--- config.mk ---
export PLATFORM = sky130hd
export DESIGN_NAME = rv32_fetch_unit_flat
export DESIGN_NICKNAME = d
export VERILOG_FILES = /design/src/rtl/rv32_fetch_unit_if.sv /design/src/rtl/rv32_fetch_unit.sv /design/src/flat_wrapper.sv
export SDC_FILE = /design/constraint.sdc
export NUM_CORES = 1
export LEC_CHECK = 0
export ABC_AREA = 1
export ABC_CLOCK_PERIOD_IN_PS = 3200
export CAP_MARGIN = 15
export CORE_MARGIN = 2
export CORE_UTILIZATION = 54
export DETAILED_ROUTE_END_ITERATION = 8
export GPL_ROUTABILITY_DRIVEN = 0
export HOLD_SLACK_MARGIN = 0.02
export PLACE_DENSITY_LB_ADDON = 0.15
export SYNTH_ARGS = -nofsm -noshare
export SYNTH_HDL_FRONTEND = slang
export SYNTH_SLANG_ARGS = --single-unit
--- constraint.sdc ---
create_clock -name clk -period 3.2 [get_ports clk]
set_clock_uncertainty 0.2 [all_clocks]
set_input_delay 0.8 -clock clk [delete_from_list [all_inputs] [get_ports clk]]
set_output_delay 0.8 -clock clk [all_outputs]
set_load 0.01 [all_outputs]
--- src/rtl/rv32_fetch_unit_if.sv ---
// Fetch-stage bus bundle: redirect input, imem request/response, decode-side instruction stream.
// The master view belongs to the fetch unit; the slave view is the surrounding environment.
interface rv32_fetch_unit_if #(
    parameter int PC_W = 32
);
    logic            redirect_valid;
    logic [PC_W-1:0] redirect_pc;
    logic            imem_req_valid;
    logic            imem_req_ready;
    logic [PC_W-1:0] imem_req_addr;
    logic            imem_rsp_valid;
    logic [31:0]     imem_rsp_data;
    logic            instr_valid;
    logic            instr_ready;
    logic [31:0]     instr_data;
    logic [PC_W-1:0] instr_pc;
    logic            fetch_misalign;

    modport master (
        input  redirect_valid, redirect_pc, imem_req_ready, imem_rsp_valid, imem_rsp_data, instr_ready,
        output imem_req_valid, imem_req_addr, instr_valid, instr_data, instr_pc, fetch_misalign
    );

    modport slave (
        output redirect_valid, redirect_pc, imem_req_ready, imem_rsp_valid, imem_rsp_data, instr_ready,
        input  imem_req_valid, imem_req_addr, instr_valid, instr_data, instr_pc, fetch_misalign
    );
endinterface

--- src/rtl/rv32_fetch_unit.sv ---
// RV32 fetch stage: owns the fetch PC, issues in-order imem requests under a DEPTH credit limit,
// buffers {pc, word} for decode and drops stale responses after a redirect.
// Optional misaligned-redirect trap enabled by defining RV32_FETCH_MISALIGN_CHK_EN.
module rv32_fetch_unit #(
    parameter int              PC_W     = 32,
    parameter logic [PC_W-1:0] RESET_PC = {PC_W{1'b0}},
    parameter int              DEPTH    = 2
) (
    input logic               clk,
    input logic               rst_n,
    rv32_fetch_unit_if.master bus
);
    localparam int               PTR_W    = $clog2(DEPTH);
    localparam int               CNT_W    = PTR_W + 1;
    localparam logic [CNT_W-1:0] CNT_ZERO = {CNT_W{1'b0}};
    localparam logic [CNT_W:0]   CNT_LIM  = (CNT_W + 1)'(DEPTH);

    typedef enum logic [1:0] {
        S_BOOT  = 2'd0,
        S_RUN   = 2'd1,
        S_FLUSH = 2'd2
    } state_t;

    state_t           r_state, w_state_nxt;
    logic [PC_W-1:0]  r_pc, w_pc_nxt;
    logic [CNT_W-1:0] r_out, w_out_nxt;
    logic [CNT_W-1:0] r_drop, w_drop_nxt;
    logic [CNT_W-1:0] r_cnt, w_cnt_nxt;
    logic [PTR_W-1:0] r_wr, w_wr_nxt, r_rd, w_rd_nxt;
    logic [PTR_W-1:0] r_pq_wr, r_pq_rd;
    logic [PC_W-1:0]  r_pq    [DEPTH];
    logic [PC_W-1:0]  r_fpc   [DEPTH];
    logic [31:0]      r_fdata [DEPTH];
    logic             r_misalign, w_misalign_nxt;
    logic             w_accept, w_rsp, w_push, w_pop, w_ivld, w_bad_redir;
    logic [PC_W-1:0]  w_redir_pc;

`ifdef RV32_FETCH_MISALIGN_CHK_EN
    assign w_bad_redir = bus.redirect_valid && (bus.redirect_pc[1:0] != 2'b00);
    assign w_redir_pc  = bus.redirect_pc;
`else
    assign w_bad_redir = 1'b0;
    assign w_redir_pc  = bus.redirect_pc & ~PC_W'(2'b11);
`endif

    // A response with nothing outstanding is a protocol error and is ignored entirely.
    assign w_rsp    = bus.imem_rsp_valid && (r_out != CNT_ZERO);
    assign w_accept = bus.imem_req_valid && bus.imem_req_ready;
    assign w_ivld   = (r_cnt != CNT_ZERO);
    assign w_push   = w_rsp && (r_drop == CNT_ZERO) && !bus.redirect_valid;
    assign w_pop    = w_ivld && bus.instr_ready && !bus.redirect_valid;

    assign bus.imem_req_valid = (r_state != S_BOOT) && !bus.redirect_valid && !r_misalign &&
                                (({1'b0, r_out} + {1'b0, r_cnt}) < CNT_LIM);
    assign bus.imem_req_addr  = r_pc;
    assign bus.instr_valid    = w_ivld;
    assign bus.instr_data     = w_ivld ? r_fdata[r_rd] : 32'h0000_0000;
    assign bus.instr_pc       = w_ivld ? r_fpc[r_rd] : {PC_W{1'b0}};
    assign bus.fetch_misalign = r_misalign;

    // Next-value logic for PC, credit counters and FIFO pointers; redirect overrides everything.
    always_comb begin
        w_pc_nxt       = r_pc;
        w_drop_nxt     = r_drop;
        w_cnt_nxt      = r_cnt;
        w_wr_nxt       = r_wr;
        w_rd_nxt       = r_rd;
        w_misalign_nxt = r_misalign;
        w_out_nxt      = r_out + CNT_W'(w_accept) - CNT_W'(w_rsp);
        if (bus.redirect_valid) begin
            w_drop_nxt = r_out - CNT_W'(w_rsp);
            w_cnt_nxt  = CNT_ZERO;
            w_wr_nxt   = {PTR_W{1'b0}};
            w_rd_nxt   = {PTR_W{1'b0}};
            if (w_bad_redir) begin
                w_misalign_nxt = 1'b1;
            end else begin
                w_pc_nxt = w_redir_pc;
            end
        end else begin
            w_drop_nxt = r_drop - CNT_W'(w_rsp && (r_drop != CNT_ZERO));
            w_cnt_nxt  = r_cnt + CNT_W'(w_push) - CNT_W'(w_pop);
            w_wr_nxt   = r_wr + PTR_W'(w_push);
            w_rd_nxt   = r_rd + PTR_W'(w_pop);
            if (w_accept) begin
                w_pc_nxt = r_pc + PC_W'(3'd4);
            end else begin
                w_pc_nxt = r_pc;
            end
        end
    end

    // Control FSM next state: FLUSH while stale responses remain to be dropped.
    always_comb begin
        w_state_nxt = r_state;
        case (r_state)
            S_BOOT:  w_state_nxt = (w_drop_nxt != CNT_ZERO) ? S_FLUSH : S_RUN;
            S_RUN: begin
                if (bus.redirect_valid && (w_drop_nxt != CNT_ZERO)) begin
                    w_state_nxt = S_FLUSH;
                end else begin
                    w_state_nxt = S_RUN;
                end
            end
            S_FLUSH: begin
                if (w_drop_nxt == CNT_ZERO) begin
                    w_state_nxt = S_RUN;
                end else begin
                    w_state_nxt = S_FLUSH;
                end
            end
            default: w_state_nxt = S_BOOT;
        endcase
    end

    // State, counter and pointer registers.
    always_ff @(posedge clk or negedge rst_n) begin
        if (!rst_n) begin
            r_state    <= S_BOOT;
            r_pc       <= RESET_PC;
            r_out      <= CNT_ZERO;
            r_drop     <= CNT_ZERO;
            r_cnt      <= CNT_ZERO;
            r_wr       <= {PTR_W{1'b0}};
            r_rd       <= {PTR_W{1'b0}};
            r_pq_wr    <= {PTR_W{1'b0}};
            r_pq_rd    <= {PTR_W{1'b0}};
            r_misalign <= 1'b0;
        end else begin
            r_state    <= w_state_nxt;
            r_pc       <= w_pc_nxt;
            r_out      <= w_out_nxt;
            r_drop     <= w_drop_nxt;
            r_cnt      <= w_cnt_nxt;
            r_wr       <= w_wr_nxt;
            r_rd       <= w_rd_nxt;
            r_pq_wr    <= r_pq_wr + PTR_W'(w_accept);
            r_pq_rd    <= r_pq_rd + PTR_W'(w_rsp);
            r_misalign <= w_misalign_nxt;
        end
    end

    // Storage: PC of every outstanding request, and the decode FIFO entries.
    always_ff @(posedge clk or negedge rst_n) begin
        if (!rst_n) begin
            for (int i = 0; i < DEPTH; i++) begin
                r_pq[i]    <= {PC_W{1'b0}};
                r_fpc[i]   <= {PC_W{1'b0}};
                r_fdata[i] <= 32'h0000_0000;
            end
        end else begin
            if (w_accept) begin
                r_pq[r_pq_wr] <= r_pc;
            end
            if (w_push) begin
                r_fpc[r_wr]   <= r_pq[r_pq_rd];
                r_fdata[r_wr] <= bus.imem_rsp_data;
            end
        end
    end
endmodule

--- src/flat_wrapper.sv ---
// flat-port wrapper written by rule: the top's interface ports become plain ports
module rv32_fetch_unit_flat 
#(
    parameter int              PC_W     = 32,
    parameter logic [PC_W-1:0] RESET_PC = {PC_W{1'b0}},
    parameter int              DEPTH    = 2
)
  (clk, rst_n, bus_redirect_valid, bus_redirect_pc, bus_imem_req_ready, bus_imem_rsp_valid, bus_imem_rsp_data, bus_instr_ready, bus_imem_req_valid, bus_imem_req_addr, bus_instr_valid, bus_instr_data, bus_instr_pc, bus_fetch_misalign);
  rv32_fetch_unit_if #(.PC_W(PC_W)) bus_i ();
  input logic clk;
  input logic rst_n;
  input wire logic [$bits(bus_i.redirect_valid)-1:0] bus_redirect_valid;
  input wire logic [$bits(bus_i.redirect_pc)-1:0] bus_redirect_pc;
  input wire logic [$bits(bus_i.imem_req_ready)-1:0] bus_imem_req_ready;
  input wire logic [$bits(bus_i.imem_rsp_valid)-1:0] bus_imem_rsp_valid;
  input wire logic [$bits(bus_i.imem_rsp_data)-1:0] bus_imem_rsp_data;
  input wire logic [$bits(bus_i.instr_ready)-1:0] bus_instr_ready;
  output wire logic [$bits(bus_i.imem_req_valid)-1:0] bus_imem_req_valid;
  output wire logic [$bits(bus_i.imem_req_addr)-1:0] bus_imem_req_addr;
  output wire logic [$bits(bus_i.instr_valid)-1:0] bus_instr_valid;
  output wire logic [$bits(bus_i.instr_data)-1:0] bus_instr_data;
  output wire logic [$bits(bus_i.instr_pc)-1:0] bus_instr_pc;
  output wire logic [$bits(bus_i.fetch_misalign)-1:0] bus_fetch_misalign;
  assign bus_i.redirect_valid = bus_redirect_valid;
  assign bus_i.redirect_pc = bus_redirect_pc;
  assign bus_i.imem_req_ready = bus_imem_req_ready;
  assign bus_i.imem_rsp_valid = bus_imem_rsp_valid;
  assign bus_i.imem_rsp_data = bus_imem_rsp_data;
  assign bus_i.instr_ready = bus_instr_ready;
  assign bus_imem_req_valid = bus_i.imem_req_valid;
  assign bus_imem_req_addr = bus_i.imem_req_addr;
  assign bus_instr_valid = bus_i.instr_valid;
  assign bus_instr_data = bus_i.instr_data;
  assign bus_instr_pc = bus_i.instr_pc;
  assign bus_fetch_misalign = bus_i.fetch_misalign;
  rv32_fetch_unit #(.PC_W(PC_W), .RESET_PC(RESET_PC), .DEPTH(DEPTH)) u_core (.clk(clk), .rst_n(rst_n), .bus(bus_i));
endmodule
After elaboration in Yosys (flattened, before gate mapping):

Index checks and enable logic that the tools add are counted.

* output and inout bits: 99
* input port bits: 70
* word-level logic and storage cells: 90
* register bits: 236

* reductions and logical operators: 22
* equality and inequality tests: 2
* bitwise operators: 4
* order comparisons: 7
* mux-type cells: 28
* add/sub/neg operators: 12

Operator list (number)
* $mux 32: 15
* $bwmux 64: 3
* $demux 32 s1: 2
* $add 32x3->32 const B: 1
* $logic_and 1x1->1: 12
* $reduce_bool 2->1: 6
* $mux 2: 5
* $ge 2x2->1 const B: 4
* $not 1->2: 4
* $sub 2x1->2: 4
* $logic_not 2->1: 3
* $pmux 2 s3: 1
* $add 1x1->1: 4
* $add 2x1->2: 2
* $lt 2x1->1 const B: 2
* $add 2x2->3: 1
* $lt 3x2->1 const B: 1
* $eq 2x1->1 const B: 1
* $eq 2x2->1 const B: 1
* $mux 1: 2
* $logic_not 1->1: 1

Longest topological paths before layout:

* depth after elaboration: 9
* mapped depth: 11
* depth with buffers taken out: 10

Least setup slack after synthesis:

Ideal clock, no wire load.

* kind: input -> register
* start point: in bus_redirect_valid
* end point: reg u_core.r_fpc[34] (netlist bit)
* path buffers: 5
* library setup time: 0.134 ns
* slack: 0.374 ns
* required time: 2.866 ns
* data arrival time: 2.492 ns
* stages: 10
* cell sequence: buf_6 -> clkbuf_1 -> nor4_1 -> ha_1 -> clkbuf_1 -> inv_1 -> buf_2 -> clkbuf_1 -> nand2_1 -> o21ai_0

* cells in the longest elaborated chain, start to end: 2

Ends and longest elaborated chain
* start: declaration: line flat_wrapper.sv:12 `input wire logic [$bits(bus_i.redirect_valid)-1:0] bus_redirect_valid;`
* $logic_not 1->1: line rv32_fetch_unit.sv:50 `assign w_push = w_rsp && (r_drop == CNT_ZERO) && !bus.redirect_valid;`
* $logic_and 1x1->1: line rv32_fetch_unit.sv:50
* end signal: indexed assignment: line rv32_fetch_unit.sv:148 `r_fpc[i] <= {PC_W{1'b0}};`
* end signal: indexed assignment: line rv32_fetch_unit.sv:156 `r_fpc[r_wr] <= r_pq[r_pq_rd];`
* end: declaration: line rv32_fetch_unit.sv:32 `logic [PC_W-1:0] r_fpc [DEPTH];`

Every way passes these cells.
A chain may end at the register's enable or synchronous reset.

Final worst setup path:

* start point: reg u_core.r_rd
* end point: out bus_instr_pc[31]

* cells in the longest elaborated chain, start to end: 5

Ends and longest elaborated chain
* start: declaration: line rv32_fetch_unit.sv:29 `logic [PTR_W-1:0] r_wr, w_wr_nxt, r_rd, w_rd_nxt;`
* start signal: assignment: line rv32_fetch_unit.sv:125 `r_rd <= {PTR_W{1'b0}};`
* start signal: assignment: line rv32_fetch_unit.sv:136 `r_rd <= w_rd_nxt;`
* $not 1->2 (not written as such): line rv32_fetch_unit.sv:58 `assign bus.instr_pc = w_ivld ? r_fpc[r_rd] : {PC_W{1'b0}};`
* $mux 32 (not written as such) (3 in a row): line rv32_fetch_unit.sv:58
* $mux 32: line rv32_fetch_unit.sv:58
* end: declaration: line flat_wrapper.sv:22 `output wire logic [$bits(bus_i.instr_pc)-1:0] bus_instr_pc;`

Every way passes these cells. The select of a mux whose other input is x is not followed.

==> impl_metrics.json <==
{
  "synth.area.mux_share_pct": 0.5138,
  "finalMaxSlewViolations": 0,
  "dp.final_hpwl_um": 17400,
  "synthCells": 1350,
  "grt_pass1_wl_um": 43060,
  "drt_iter0_markers": 610,
  "path_cells": "inv_1, buf_4, nand2_1, a21oi_1, clkdlybuf4s50_1",
  "dp.cells": 1727,
  "fin_nets": 1574,
  "min_path_type": "in2async",
  "grt_max_degree": 77,
  "cap_viol_max_count": 0,
  "startpoint": "u_core.r_rd",
  "cts.sinks": 226,
  "portBuffers": 161,
  "rsz0062_at_grt": "true",
  "final_hold_viol_count": 0,
  "syn-cell-area_sq_um": 10720,
  "n_antenna_cell": 0,
  "cts-root-buf": "clkbuf_16",
  "h-tree-depth": 1,
  "grt_pass1_vias": 8614,
  "slowest_delay_ns": 0.59,
  "detail_route.wl_per_cell_um": 14.98,
  "crit_path_end_kind": "primary output",
  "syn2layout_area_growth_pct": 27.04,
  "vias": 9313,
  "dieWidth_um": 144.9,
  "synth_top_family_by_area": "simple AND/OR/NAND/NOR gates",
  "core_sq_um": 19460,
  "viasPerCell": 5.253,
  "synth-compound-area-share_pct": 14.82,
  "rows": 51,
  "worstSetupStartpointType": "flop",
  "finalCriticalPeriod_ns": 3.154,
  "yosysSeqAreaShare_pct": 52.78,
  "worst_slew_pin_slew_ns": 0.5909,
  "synth_xor_xnor_area_share_pct": 0.6539,
  "layoutNonFillerInstCount": 1773,
  "cp.arrival_ns": 2.15,
  "synthSimpleGateAreaFrac_pct": 22.13,
  "syn_avg_cell_area_sq_um": 7.937,
  "slew_headroom_pct": 60.61,
  "setup_viol": 0,
  "ys_ff_latch": 226,
  "synth_adder_area_share_pct": 1.471,
  "synth_area_leaders": "dfrtp_1, nand2_1, o21ai_0",
  "final_cell_mix": "nand2_1, dfrtp_1, o21ai_0",
  "status": "complete, no violations",
  "power_density_nw_per_um2": 819.1,
  "worst-path-max-fanout": 12,
  "io_pins": 169,
  "finalCritPeriodShare_pct": 98.55,
  "remaining_drc_errors": 0,
  "crit_path_top_delay_cell": "clkdlybuf4s50_1",
  "drt_first_pass_iters": 5,
  "yosysTopAreaCell": "dfrtp_1",
  "start_util_pct": 55.06,
  "clkTransAtPathRegs_ns": 0.06,
  "synth.top_cell.area_share_pct": 52.78,
  "synth_cell_types": 41,
  "total_leakage_power_uw": 0.006835,
  "dieArea_sq_um": 20990,
  "die_h_um": 144.9,
  "worstReg2RegStart": "u_core.r_cnt[0]",
  "layout_commonest_cell": "nand2_1",
  "cts_tree": "done",
  "routed_wl_um": 26560,
  "cts_max_path_buffers": 3,
  "grt_usage_pct": 25.50,
  "overflow": 0,
  "irDropWorstVdd_uv": 432.1,
  "max_freq_mhz": 317.1,
  "tritoncts.num_buffers": 25,
  "crit_type": "reg2out",
  "antenna_left": 0,
  "clock_latency_ns": 0.51,
  "postCtsHoldBufs": 0,
  "antenna_found_initial": 0,
  "cp_data_required_time_ns": 2.20,
  "ys_warn_count": 0,
  "drive_gt1_share_pct": 6.631,
  "whs_ns": 0.05860
}
[worst max-delay path, delay by kind of cell (launching register included)]
| kind | cells | cell delay (ns) |
|---|---|---|
| buffers and inverters | 3 | 0.89 |
| and+or+nand+nor | 1 | 0.06 |
| AOI/OAI and AO/OA | 1 | 0.23 |
| DFF | 1 | 0.46 |
[kinds of logic after synthesis]
family,count (synthesis)
buf+inv,196
flops,226
compound gates,309
mux,5
other cells,1
xor+xnor,8
fa+ha+maj,12
simple gates,593
[synthesized netlist by cell type, drive strengths merged]
library cell	number
nand2	441
dfrtp	226
o21ai	197
inv	113
nor2	106
a21oi	98
clkbuf	64
nand3	34
buf	18
ha	11
xor2	6
o22ai	5
mux2	4
nor3	4
a22oi	3
nor4	3
o211ai	3
a31oi	2
nand4	2
xnor2	2
a211oi	1
and2	1
clkinv	1
conb	1
fa	1
mux2i	1
nand3b	1
or2	1
[power by group]
group          internal (uW)  switching [uW]
Clock                   1770            1100
Combinational           1440            2100
Sequential              4080             668
Total                   7280            3870
[layer usage]
layer / routed length (um) / global-route usage [%]
met1: 12050 / 38.28
met2: 11910 / 39.23
met3: 2031 / 3.620
met4: 572 / 6.541
met5: 0 / 0
[registers in the layout, indices dropped and copies added (netlist names)]
| register | flops |
|---|---|
| u_core.r_rd | 1 |
| u_core.r_pq_rd | 1 |
| u_core.r_fpc | 60 |
| u_core.r_state | 2 |
| u_core.r_fdata | 64 |
| u_core.r_drop | 2 |
| u_core.r_out | 2 |
| u_core.r_cnt | 2 |
| u_core.r_pq_wr | 1 |
| u_core.r_pq | 60 |
| u_core.r_wr | 1 |
| u_core.bus.imem_req_addr | 30 |
[final cells by class]
class / instances / area (sq um)
tap: 265 / 331.6
inverter: 114 / 437.9
timing repair buffer: 193 / 2087
fill: 1595 / 5849
multi-input combinational: 932 / 4270
clock inverter: 5 / 75.07
sequential: 226 / 5657
clock buffer: 38 / 754.5
[path summary, 6_finish.rpt]
kind	to	slack (ns)	cells after the start
min in group clk	u_core.r_fdata[57]	0.26	2
worst min-delay path	u_core.r_fdata[7]	0.06	1
max in group asynchronous	u_core.r_fpc[54]	2.03	2
worst max-delay path	bus_instr_pc[31]	0.05	5
worst min register to register	u_core.r_fdata[57]	0.26	2
worst max register to register	u_core.r_pq[59]	0.58	8
[timing repair]
item                       CTS  global route
setup endpoints to repair   20            61
setup buffers                3             0
resized for setup            5            36
[per-stage QoR]
step	utilization (%)	setup TNS (ns)	worst slack, ns	area (sq um)	total power (uW)
after floorplan	-	0	0.3739	10730	6866
after global placement	65.01	0	0.1459	12650	8090
after detailed placement	65.01	0	0.1471	12650	8250
after CTS	69.46	0	0.004782	13520	11200
after global routing	69.95	-0.01367	-0.009857	13610	11990
final	69.95	0	0.04635	13610	11150
Power figures use the tool's default switching activity.
